## config.mk

```make
export PLATFORM = sky130hd
export DESIGN_NAME = spi_accel_slave_flat
export DESIGN_NICKNAME = d
export VERILOG_FILES = /design/src/rtl/spi_accel_if.sv /design/src/rtl/spi_accel_slave.sv /design/src/flat_wrapper.sv
export SDC_FILE = /design/constraint.sdc
export NUM_CORES = 1
export LEC_CHECK = 0
export BUFFER_PORTS_ARGS = -buffer_cell sky130_fd_sc_hd__buf_2
export CELL_PAD_IN_SITES_DETAIL_PLACEMENT = 2
export CELL_PAD_IN_SITES_GLOBAL_PLACEMENT = 2
export CORE_UTILIZATION = 25
export DETAILED_ROUTE_END_ITERATION = 8
export GPL_ROUTABILITY_DRIVEN = 0
export PLACE_DENSITY = 0.69
export SKIP_LAST_GASP = 1
export SYNTH_ARGS = -nofsm -noshare
export SYNTH_HDL_FRONTEND = slang
export SYNTH_SLANG_ARGS = --single-unit
```

## constraint.sdc

```tcl
create_clock -name clk -period 4.1 [get_ports clk]
set_input_delay 0 -clock clk [delete_from_list [all_inputs] [get_ports clk]]
set_output_delay 0 -clock clk [all_outputs]
set_load 0.01 [all_outputs]
```

## src/rtl/spi_accel_if.sv

```systemverilog
// SPI pins shared between an SPI master and the accelerometer register slave.
interface spi_accel_if;
  logic sclk;
  logic cs;
  logic mosi;
  logic miso;

  modport master (output sclk, output cs, output mosi, input miso);
  modport slave  (input sclk, input cs, input mosi, output miso);
endinterface

```

## src/rtl/spi_accel_slave.sv

```systemverilog
// SPI mode-0 register slave for an accelerometer: ID registers, per-transaction
// axis snapshot, and one writable POWER_CTL register, all sampled in the clk domain.
module spi_accel_slave #(
  parameter logic [7:0] DEVID_AD  = 8'hAD,
  parameter logic [7:0] DEVID_MST = 8'h1D,
  parameter logic [7:0] PARTID    = 8'hF2
) (
  input  logic              clk,
  input  logic              rst_n,
  spi_accel_if.slave        spi,
  input  logic signed [11:0] x_data,
  input  logic signed [11:0] y_data,
  input  logic signed [11:0] z_data,
  output logic [7:0]        power_ctl,
  output logic              meas_mode,
  output logic              wr_strobe,
  output logic [5:0]        wr_addr,
  output logic [7:0]        wr_data,
  output logic              busy
);

  localparam int unsigned AXIS_W = 12;
  localparam int unsigned ADDR_W = 6;
  localparam int unsigned BYTE_W = 8;
  localparam int unsigned CNT_W  = 3;

  localparam logic [2:0] ST_IDLE   = 3'd0;
  localparam logic [2:0] ST_CMD    = 3'd1;
  localparam logic [2:0] ST_ADDR   = 3'd2;
  localparam logic [2:0] ST_WDATA  = 3'd3;
  localparam logic [2:0] ST_RDATA  = 3'd4;
  localparam logic [2:0] ST_IGNORE = 3'd5;

  localparam logic [BYTE_W-1:0] CMD_WRITE = 8'h0A;
  localparam logic [BYTE_W-1:0] CMD_READ  = 8'h0B;
  localparam logic [ADDR_W-1:0] ADDR_PWR  = 6'h2D;

  logic [1:0]        sclk_sync_q, sclk_sync_d;
  logic [1:0]        cs_sync_q, cs_sync_d;
  logic [1:0]        mosi_sync_q, mosi_sync_d;
  logic              sclk_prev_q, sclk_prev_d;
  logic              cs_prev_q, cs_prev_d;
  logic [1:0]        settle_q, settle_d;
  logic              armed_q, armed_d;

  logic [2:0]        state_q, state_d;
  logic [CNT_W-1:0]  bit_cnt_q, bit_cnt_d;
  logic [BYTE_W-1:0] shift_in_q, shift_in_d;
  logic [BYTE_W-1:0] shift_out_q, shift_out_d;
  logic              is_read_q, is_read_d;
  logic [ADDR_W-1:0] ptr_q, ptr_d;
  logic [AXIS_W-1:0] snap_x_q, snap_x_d, snap_y_q, snap_y_d, snap_z_q, snap_z_d;
  logic [BYTE_W-1:0] power_ctl_q, power_ctl_d;
  logic              meas_mode_q, meas_mode_d;
  logic              wr_strobe_q, wr_strobe_d;
  logic [ADDR_W-1:0] wr_addr_q, wr_addr_d;
  logic [BYTE_W-1:0] wr_data_q, wr_data_d;
  logic              miso_q, miso_d;
  logic              busy_q, busy_d;

  logic              sclk_s, cs_s, mosi_s;
  logic              sclk_rise, sclk_fall, cs_fall, byte_done;
  logic [BYTE_W-1:0] rx_byte, rd_byte;
  logic [ADDR_W-1:0] rd_addr;

  assign sclk_s    = sclk_sync_q[1];
  assign cs_s      = cs_sync_q[1];
  assign mosi_s    = mosi_sync_q[1];
  assign sclk_rise = sclk_s & ~sclk_prev_q;
  assign sclk_fall = ~sclk_s & sclk_prev_q;
  // A cs fall only counts once cs has been seen high after reset, so a reset
  // released mid-transaction waits for the next genuine transaction start.
  assign cs_fall   = armed_q & cs_prev_q & ~cs_s;
  assign rx_byte   = {shift_in_q[BYTE_W-2:0], mosi_s};
  assign byte_done = sclk_rise && (bit_cnt_q == 3'd7);

  always_comb begin
    sclk_sync_d = {sclk_sync_q[0], spi.sclk};
    cs_sync_d   = {cs_sync_q[0], spi.cs};
    mosi_sync_d = {mosi_sync_q[0], spi.mosi};
    sclk_prev_d = sclk_s;
    cs_prev_d   = cs_s;
    settle_d    = {settle_q[0], 1'b1};
    armed_d     = armed_q | (settle_q[1] & cs_s);
  end

  // Read mux: during ADDR the byte just received is the first address to fetch.
  assign rd_addr = (state_q == ST_ADDR) ? rx_byte[ADDR_W-1:0] : ADDR_W'(ptr_q + 6'd1);

  always_comb begin
    rd_byte = '0;
    case (rd_addr)
      6'h00:   rd_byte = DEVID_AD;
      6'h01:   rd_byte = DEVID_MST;
      6'h02:   rd_byte = PARTID;
      6'h0E:   rd_byte = snap_x_q[7:0];
      6'h0F:   rd_byte = {{4{snap_x_q[11]}}, snap_x_q[11:8]};
      6'h10:   rd_byte = snap_y_q[7:0];
      6'h11:   rd_byte = {{4{snap_y_q[11]}}, snap_y_q[11:8]};
      6'h12:   rd_byte = snap_z_q[7:0];
      6'h13:   rd_byte = {{4{snap_z_q[11]}}, snap_z_q[11:8]};
      ADDR_PWR: rd_byte = power_ctl_q;
      default: rd_byte = '0;
    endcase
  end

  always_comb begin
    state_d     = state_q;
    bit_cnt_d   = bit_cnt_q;
    shift_in_d  = shift_in_q;
    shift_out_d = shift_out_q;
    is_read_d   = is_read_q;
    ptr_d       = ptr_q;
    snap_x_d    = snap_x_q;
    snap_y_d    = snap_y_q;
    snap_z_d    = snap_z_q;
    power_ctl_d = power_ctl_q;
    wr_strobe_d = 1'b0;
    wr_addr_d   = wr_addr_q;
    wr_data_d   = wr_data_q;
    miso_d      = miso_q;

    if (cs_s) begin
      state_d   = ST_IDLE;
      bit_cnt_d = '0;
      miso_d    = 1'b0;
    end else begin
      if (sclk_rise && (state_q != ST_IDLE)) begin
        shift_in_d = rx_byte;
        bit_cnt_d  = CNT_W'(bit_cnt_q + 3'd1);
      end
      case (state_q)
        ST_IDLE: begin
          if (cs_fall) begin
            state_d   = ST_CMD;
            bit_cnt_d = '0;
            miso_d    = 1'b0;
            snap_x_d  = AXIS_W'(x_data);
            snap_y_d  = AXIS_W'(y_data);
            snap_z_d  = AXIS_W'(z_data);
          end
        end
        ST_CMD: begin
          if (byte_done) begin
            if (rx_byte == CMD_WRITE) begin
              state_d   = ST_ADDR;
              is_read_d = 1'b0;
            end else if (rx_byte == CMD_READ) begin
              state_d   = ST_ADDR;
              is_read_d = 1'b1;
            end else begin
              state_d = ST_IGNORE;
            end
          end
        end
        ST_ADDR: begin
          if (byte_done) begin
            ptr_d = rx_byte[ADDR_W-1:0];
            if (is_read_q) begin
              state_d     = ST_RDATA;
              shift_out_d = rd_byte;
            end else begin
              state_d = ST_WDATA;
            end
          end
        end
        ST_WDATA: begin
          if (byte_done) begin
            wr_strobe_d = 1'b1;
            wr_addr_d   = ptr_q;
            wr_data_d   = rx_byte;
            if (ptr_q == ADDR_PWR) power_ctl_d = rx_byte;
            ptr_d = ADDR_W'(ptr_q + 6'd1);
          end
        end
        ST_RDATA: begin
          if (byte_done) begin
            ptr_d       = ADDR_W'(ptr_q + 6'd1);
            shift_out_d = rd_byte;
          end else if (sclk_fall) begin
            miso_d      = shift_out_q[BYTE_W-1];
            shift_out_d = {shift_out_q[BYTE_W-2:0], 1'b0};
          end
        end
        ST_IGNORE: begin
        end
        default: state_d = ST_IDLE;
      endcase
    end

    meas_mode_d = (power_ctl_d[1:0] == 2'b10);
    busy_d      = ~cs_s;
  end

  always_ff @(posedge clk or negedge rst_n) begin
    if (!rst_n) begin
      sclk_sync_q <= 2'b00;
      cs_sync_q   <= 2'b11;
      mosi_sync_q <= 2'b00;
      sclk_prev_q <= 1'b0;
      cs_prev_q   <= 1'b1;
      settle_q    <= 2'b00;
      armed_q     <= 1'b0;
      state_q     <= ST_IDLE;
      bit_cnt_q   <= '0;
      shift_in_q  <= '0;
      shift_out_q <= '0;
      is_read_q   <= 1'b0;
      ptr_q       <= '0;
      snap_x_q    <= '0;
      snap_y_q    <= '0;
      snap_z_q    <= '0;
      power_ctl_q <= '0;
      meas_mode_q <= 1'b0;
      wr_strobe_q <= 1'b0;
      wr_addr_q   <= '0;
      wr_data_q   <= '0;
      miso_q      <= 1'b0;
      busy_q      <= 1'b0;
    end else begin
      sclk_sync_q <= sclk_sync_d;
      cs_sync_q   <= cs_sync_d;
      mosi_sync_q <= mosi_sync_d;
      sclk_prev_q <= sclk_prev_d;
      cs_prev_q   <= cs_prev_d;
      settle_q    <= settle_d;
      armed_q     <= armed_d;
      state_q     <= state_d;
      bit_cnt_q   <= bit_cnt_d;
      shift_in_q  <= shift_in_d;
      shift_out_q <= shift_out_d;
      is_read_q   <= is_read_d;
      ptr_q       <= ptr_d;
      snap_x_q    <= snap_x_d;
      snap_y_q    <= snap_y_d;
      snap_z_q    <= snap_z_d;
      power_ctl_q <= power_ctl_d;
      meas_mode_q <= meas_mode_d;
      wr_strobe_q <= wr_strobe_d;
      wr_addr_q   <= wr_addr_d;
      wr_data_q   <= wr_data_d;
      miso_q      <= miso_d;
      busy_q      <= busy_d;
    end
  end

  assign spi.miso  = miso_q;
  assign power_ctl = power_ctl_q;
  assign meas_mode = meas_mode_q;
  assign wr_strobe = wr_strobe_q;
  assign wr_addr   = wr_addr_q;
  assign wr_data   = wr_data_q;
  assign busy      = busy_q;

endmodule

```

## src/flat_wrapper.sv

```systemverilog
// flat-port wrapper written by rule: the top's interface ports become plain ports
module spi_accel_slave_flat 
#(
  parameter logic [7:0] DEVID_AD  = 8'hAD,
  parameter logic [7:0] DEVID_MST = 8'h1D,
  parameter logic [7:0] PARTID    = 8'hF2
)
  (clk, rst_n, x_data, y_data, z_data, power_ctl, meas_mode, wr_strobe, wr_addr, wr_data, busy, spi_sclk, spi_cs, spi_mosi, spi_miso);
  spi_accel_if spi_i ();
  input  logic clk;
  input  logic rst_n;
  input  logic signed [11:0] x_data;
  input  logic signed [11:0] y_data;
  input  logic signed [11:0] z_data;
  output logic [7:0] power_ctl;
  output logic meas_mode;
  output logic wr_strobe;
  output logic [5:0] wr_addr;
  output logic [7:0] wr_data;
  output logic busy;
  input wire logic [$bits(spi_i.sclk)-1:0] spi_sclk;
  input wire logic [$bits(spi_i.cs)-1:0] spi_cs;
  input wire logic [$bits(spi_i.mosi)-1:0] spi_mosi;
  output wire logic [$bits(spi_i.miso)-1:0] spi_miso;
  assign spi_i.sclk = spi_sclk;
  assign spi_i.cs = spi_cs;
  assign spi_i.mosi = spi_mosi;
  assign spi_miso = spi_i.miso;
  spi_accel_slave #(.DEVID_AD(DEVID_AD), .DEVID_MST(DEVID_MST), .PARTID(PARTID)) u_core (.clk(clk), .rst_n(rst_n), .spi(spi_i), .x_data(x_data), .y_data(y_data), .z_data(z_data), .power_ctl(power_ctl), .meas_mode(meas_mode), .wr_strobe(wr_strobe), .wr_addr(wr_addr), .wr_data(wr_data), .busy(busy));
endmodule
```

== Word-level counts from Yosys, hierarchy flattened ==
Index checks and enable logic that the tools add are counted.

* Output and inout bits: 26
* Register bits: 101
* Input port bits: 41

* Add/sub/neg operators: 2
* Bitwise gates (word level): 9
* Eq/ne operators: 29
* Reductions and logical operators: 20
* Muxes and demuxes: 36

{| class="wikitable"
|+ Operators by type and width
! cell !! count
|-
| $pmux 8 s10 || 1
|-
| $mux 3 || 11
|-
| $mux 8 || 4
|-
| $eq 6x5->1 const B || 4
|-
| $reduce_and 4->1 || 5
|-
| $mux 6 || 3
|-
| $eq 8x4->1 const B || 2
|-
| $pmux 8 s2 || 1
|-
| $ne 3x1->1 const B || 5
|-
| $eq 6x4->1 const B || 2
|-
| $eq 6x6->1 const B || 2
|-
| $pmux 3 s4 || 1
|-
| $pmux 6 s2 || 1
|-
| $eq 3x3->1 const B || 3
|-
| $mux 1 || 9
|-
| $mux 2 || 4
|-
| $ne 2x1->1 const B || 4
|-
| $add 6x1->6 const B || 1
|-
| $eq 3x2->1 const B || 2
|-
| $eq 6x1->1 const B || 1
|-
| $eq 6x2->1 const B || 1
|-
| $logic_not 6->1 || 1
|-
| $reduce_and 3->1 || 2
|-
| $reduce_bool 2->1 || 3
|-
| 15 further kinds || 23
|}

== Depth between registers and ports, before layout ==
* Depth after elaboration: 7
* Mapped depth: 11
* Gate-level depth less buffers: 9

== Worst setup path after synthesis ==
Ideal clock, no wire load.

* Kind: register to register
* From: register u_core.state_q[2]
* To: register u_core.shift_out_q[6]
* Period minus slack after synthesis: 2.405 ns
* Cell stages (with the launch flop): 11
* Arrival: 2.279 ns
* Path slack: 1.695 ns
* Path buffers: 3
* Setup time: 0.126 ns
* Data required time: 3.974 ns
* Cell sequence: dfrtp_1 -> buf_2 -> or3b_1 -> buf_6 -> mux2i_2 -> buf_4 -> mux2i_1 -> nor2_1 -> a32oi_1 -> nand2_1 -> o32a_1

* Word-level cells in the longest chain between the ends: 7
* Elaborated cells between the ends (all ways): 23

{| class="wikitable"
|+ Ends and longest elaborated chain
! what !! line !! text
|-
| start: declaration || spi_accel_slave.sv:46 || <nowiki>logic [2:0] state_q, state_d;</nowiki>
|-
| start signal: assignment || spi_accel_slave.sv:228 || <nowiki>state_q <= state_d;</nowiki>
|-
| $eq 3x2->1 || spi_accel_slave.sv:88, spi_accel_slave.sv:132 ||
|-
| $mux 6 || spi_accel_slave.sv:88 || <nowiki>assign rd_addr = (state_q == ST_ADDR) ? rx_byte[ADDR_W-1:0] : ADDR_W'(ptr_q + 6'd1);</nowiki>
|-
| $eq 6x6->1 (tied with other cells) || spi_accel_slave.sv:92 || <nowiki>case (rd_addr)</nowiki>
|-
| $pmux 8 s10 || spi_accel_slave.sv:92 ||
|-
| $mux 8 || spi_accel_slave.sv:159 || <nowiki>if (is_read_q) begin</nowiki>
|-
| $mux 8 || spi_accel_slave.sv:157 || <nowiki>if (byte_done) begin</nowiki>
|-
| $pmux 8 s2 || spi_accel_slave.sv:132 || <nowiki>case (state_q)</nowiki>
|-
| end signal: assignment || spi_accel_slave.sv:231 || <nowiki>shift_out_q <= shift_out_d;</nowiki>
|-
| end: declaration || spi_accel_slave.sv:49 || <nowiki>logic [BYTE_W-1:0] shift_out_q, shift_out_d;</nowiki>
|}

Parallel ways exist; a longest one is shown, timed or not. The select of a mux whose other input is x is not followed.
A chain may end at the register's enable or synchronous reset.

== Worst setup path after layout ==
* From: register u_core.ptr_q[0]
* To: register u_core.shift_out_q[6]

* Word-level cells in the longest chain between the ends: 7
* Elaborated cells between the ends (all ways): 17

{| class="wikitable"
|+ Ends and longest elaborated chain
! what !! line !! text
|-
| start: declaration || spi_accel_slave.sv:51 || <nowiki>logic [ADDR_W-1:0] ptr_q, ptr_d;</nowiki>
|-
| start signal: assignment || spi_accel_slave.sv:233 || <nowiki>ptr_q <= ptr_d;</nowiki>
|-
| $add 6x1->6 (*) || spi_accel_slave.sv:88 ||
|-
| $mux 6 (*) || spi_accel_slave.sv:88 ||
|-
| $eq 6x6->1 (tied with other cells) || spi_accel_slave.sv:92 ||
|-
| $pmux 8 s10 (*) || spi_accel_slave.sv:92 ||
|-
| $mux 8 || spi_accel_slave.sv:159 ||
|-
| $mux 8 || spi_accel_slave.sv:157 ||
|-
| $pmux 8 s2 (*) || spi_accel_slave.sv:132 ||
|}

Mark *: on every way between the ends. The rest lies on a longest branch, timed or not. The select of a mux whose other input is x is not followed.

==> results.cfg <==
[yosys]
synth-edff-count = 0
ys.flop_type = dfrtp_1
synth.area.top_cells = dfrtp_1 50%, nand2_1 11%, mux2_2 6.2%
yosysUniqueCellTypes = 69
async_reset_ff_share_pct = 100
synth.avg_cell_area_sq_um = 9.74
post-synth-top-area-cell = dfrtp_1
yosysWarningCount = 0
synth.most_common_cell = nand2_1
synth_cells = 504
yosysTopAreaCellShare_pct = 50.0
ys_seq_elements = 101
ys_seq_area_share_pct = 51.6
netlist_top_cells_count = 149 x nand2_1, 98 x dfrtp_1, 27 x mux2_2
syn_nets = 549
netlist_area_sq_um = 4910

[cts]
cts_resized = 0
clock_latency_ps = 360
cts_tree = yes
htreeDepth = 3
postCtsSetupBuffers = 0
cts_max_path_buffers = 2
clk_pin_slew_ps = 70
hold_buffers = 40
cts_buffers = 9
cts.sinks = 101
clockRootBuffer = clkbuf_16

[critical_path]
timing.rr.start = u_core.ptr_q[0]
ff2ff_path_depth = 8
path_cells = ha_1, nand3_2, nor3b_1, o31ai_1, nor2_1, a32oi_1, nand2_1, o32a_1
critical_path.slowest_cell = o31ai_1
crit_start = u_core.ptr_q[0]
worstPathMaxFanout = 15
r2r_end = u_core.shift_out_q[6]
arrival_ps = 3440
end_kind = flop
worstSetupPathType = reg2reg
rrSetupSlack_ps = 900
critPathLaunchType = flop
crit_required_ps = 4340
crit_path_max_incr_delay_ps = 630

[floorplan]
ios = 67
rows = 50
die_w_microns = 142
core_area_sq_um = 19000
start_util_pct = 25.9
die_h_microns = 142
dieArea_sq_um = 20200

[run_status]
run_status = completed

[power]
leakage_nw = 2.96
swShare_pct = 34.3
power_frac_comb_pct = 22.8
clkPwrFrac_pct = 27.9
switchingPower_mw = 1.06
power_density_nw_per_um2 = 503
pwr-share-seq_pct = 49.2
ir_worst_vdd_mv = 0.212
p_int_mw = 2.04

[sta]
maxSlewHeadroom_pct = 43.0
hold_slack_ps = 282
setup_viol = 0
fin_worst_skew_ps = 4.68
final.min_clock_period_ps = 3200
maxSlewViolCount = 0
setup_tns_ps = 0
hold_violations = 0
max_freq_mhz = 313
min_period_over_period_pct = 78.0
rsz0062_at_grt = false
worst_pin_slew_ps = 856

[min_path]
min_delay_path_depth = 2
min_to = u_core.mosi_sync_q[0]
hold_path.class = in2reg
hold_path_startpoint = spi_mosi

[job]
maxCapViolations = 0

[layout]
area_growth_syn_to_layout_pct = 25.6
utilization_pct = 32.5
nets = 639
drive_above_1_share_pct = 22.2
final_cells = 859
fin_area_sq_um = 6160
diodes = 0

[detailed_routing]
drc = 0
routed_wl_mm = 15.0
ant_nets = 0
viasPerCell = 4.79
drt_iter0_drc = 120
routedWlPerCell_microns = 17.5
vias = 4111
drtPass1Iterations = 4

[place]
place_area_sq_um = 5470
post-dp-hpwl_mm = 10.6
post-place-cells = 803
port_buffers = 66

[global_routing]
grt_pass1_wl_mm = 24.5
antenna_found_initial = 0
grt.total_usage_pct = 15.8
grt_pass1_vias = 4505
grt.overflow.total = 0
grt_max_degree = 65
cell usage in the layout, fill, tap and decap left out, types with 5 or more instances in the layout:
cell type | Yosys | routed
o21ai_0 | 23 | 23
nand3_1 | 13 | 13
a21o_1 | 5 | 5
nor3_1 | 8 | 8
buf_4 | 1 | 7
nand2_1 | 149 | 149
mux2_2 | 27 | 27
a22o_1 | 5 | 5
o31ai_1 | 6 | 6
dfrtp_1 | 98 | 98
dlygate4sd3_1 | 0 | 40
o21a_1 | 5 | 5
buf_2 | 5 | 65
nor2_1 | 21 | 20
clkbuf_16 | 0 | 9
a21oi_1 | 9 | 9
mux2i_1 | 8 | 8
inv_1 | 11 | 11
worst max-delay path, delay by kind of cell, from the launching register on:
kind                       cells  cell delay, ps
AOI/OAI and AO/OA              3            1380
adders and majority gates      1             420
and+or+nand+nor                4             670
DFF                            1             620
final cells by class:
cell class                 count  area (sq um)
clock buffer                  10           229
multi-input combinational    359          2190
inverter                      11          41.3
fill                        2098         12800
clock inverter                 6          65.1
sequential                   101          2530
tap                          260           325
timing repair buffer         112           778
worst max-delay path by stage:
| stage | endpoint | slack [ps] | cells after the start |
|---|---|---|---|
| 2_1_floorplan | u_core.shift_out_q[6] | 1700 | 10 |
| 3_3_place_gp | u_core.shift_out_q[6] | 1170 | 8 |
| 3_5_place_dp | u_core.shift_out_q[6] | 990 | 8 |
| 4_1_cts | u_core.shift_out_q[6] | 970 | 8 |
| 5_1_grt | u_core.shift_out_q[6] | 690 | 8 |
| 6_report | u_core.shift_out_q[6] | 900 | 8 |
power by group through the flow:
| stage | registers (mW) | logic, mW | clock network [mW] |
|---|---|---|---|
| after floorplan | 1.38 | 0.567 | 0 |
| after global placement | 1.53 | 0.644 | 0 |
| after detailed placement | 1.55 | 0.683 | 0 |
| after CTS | 1.53 | 0.723 | 0.898 |
| after global routing | 1.56 | 0.804 | 0.926 |
| final | 1.53 | 0.708 | 0.865 |
sequential cells by signal, indices dropped and copies added, names as in the netlist, 2 cells and up:
name                count
u_core.ptr_q            6
u_core.wr_addr          6
u_core.cs_sync_q        2
u_core.mosi_sync_q      2
u_core.snap_z_q        12
u_core.shift_out_q      8
u_core.snap_y_q        12
u_core.snap_x_q        12
u_core.settle_q         2
u_core.shift_in_q       7
u_core.bit_cnt_q        3
u_core.wr_data          8
u_core.power_ctl        8
u_core.state_q          3
u_core.sclk_sync_q      2
through the flow:
step           total power, mW  worst slack (ps)
6_report                  3.10               903
3_3_place_gp              2.17              1170
2_1_floorplan             1.95              1700
4_1_cts                   3.15               968
3_5_place_dp              2.23               989
5_1_grt                   3.30               692
metal layers:
| layer | share of wire [%] | up-vias | wire length, microns | global-route usage, % |
|---|---|---|---|---|
| met1 | 45 | 2092 | 6690 | 19.8 |
| met3 | 3.5 | 19 | 518 | 3.10 |
| met4 | 1.9 | 0 | 283 | 5.43 |
| li1 | - | 1920 | - | - |
| met2 | 50 | 80 | 7530 | 27.1 |
| met5 | 0 | - | 0 | 0 |
cells by family (layout without fill, tap and decap cells):
group / count (synthesis) / count (layout) / share of synthesized area [%]
multiplexers: 39 / 39 / 9.33
XOR/XNOR: 4 / 4 / 0.714
AND/OR/NAND/NOR: 225 / 225 / 21.2
other: 1 / 1 / 0.0764
adder cells (fa/ha/maj): 4 / 4 / 1.02
flip-flops: 101 / 101 / 51.6
AO/OA/AOI/OAI: 86 / 86 / 12.3
buffers and inverters: 44 / 139 / 3.80
No activity file was read; power rests on OpenSTA's default activity.
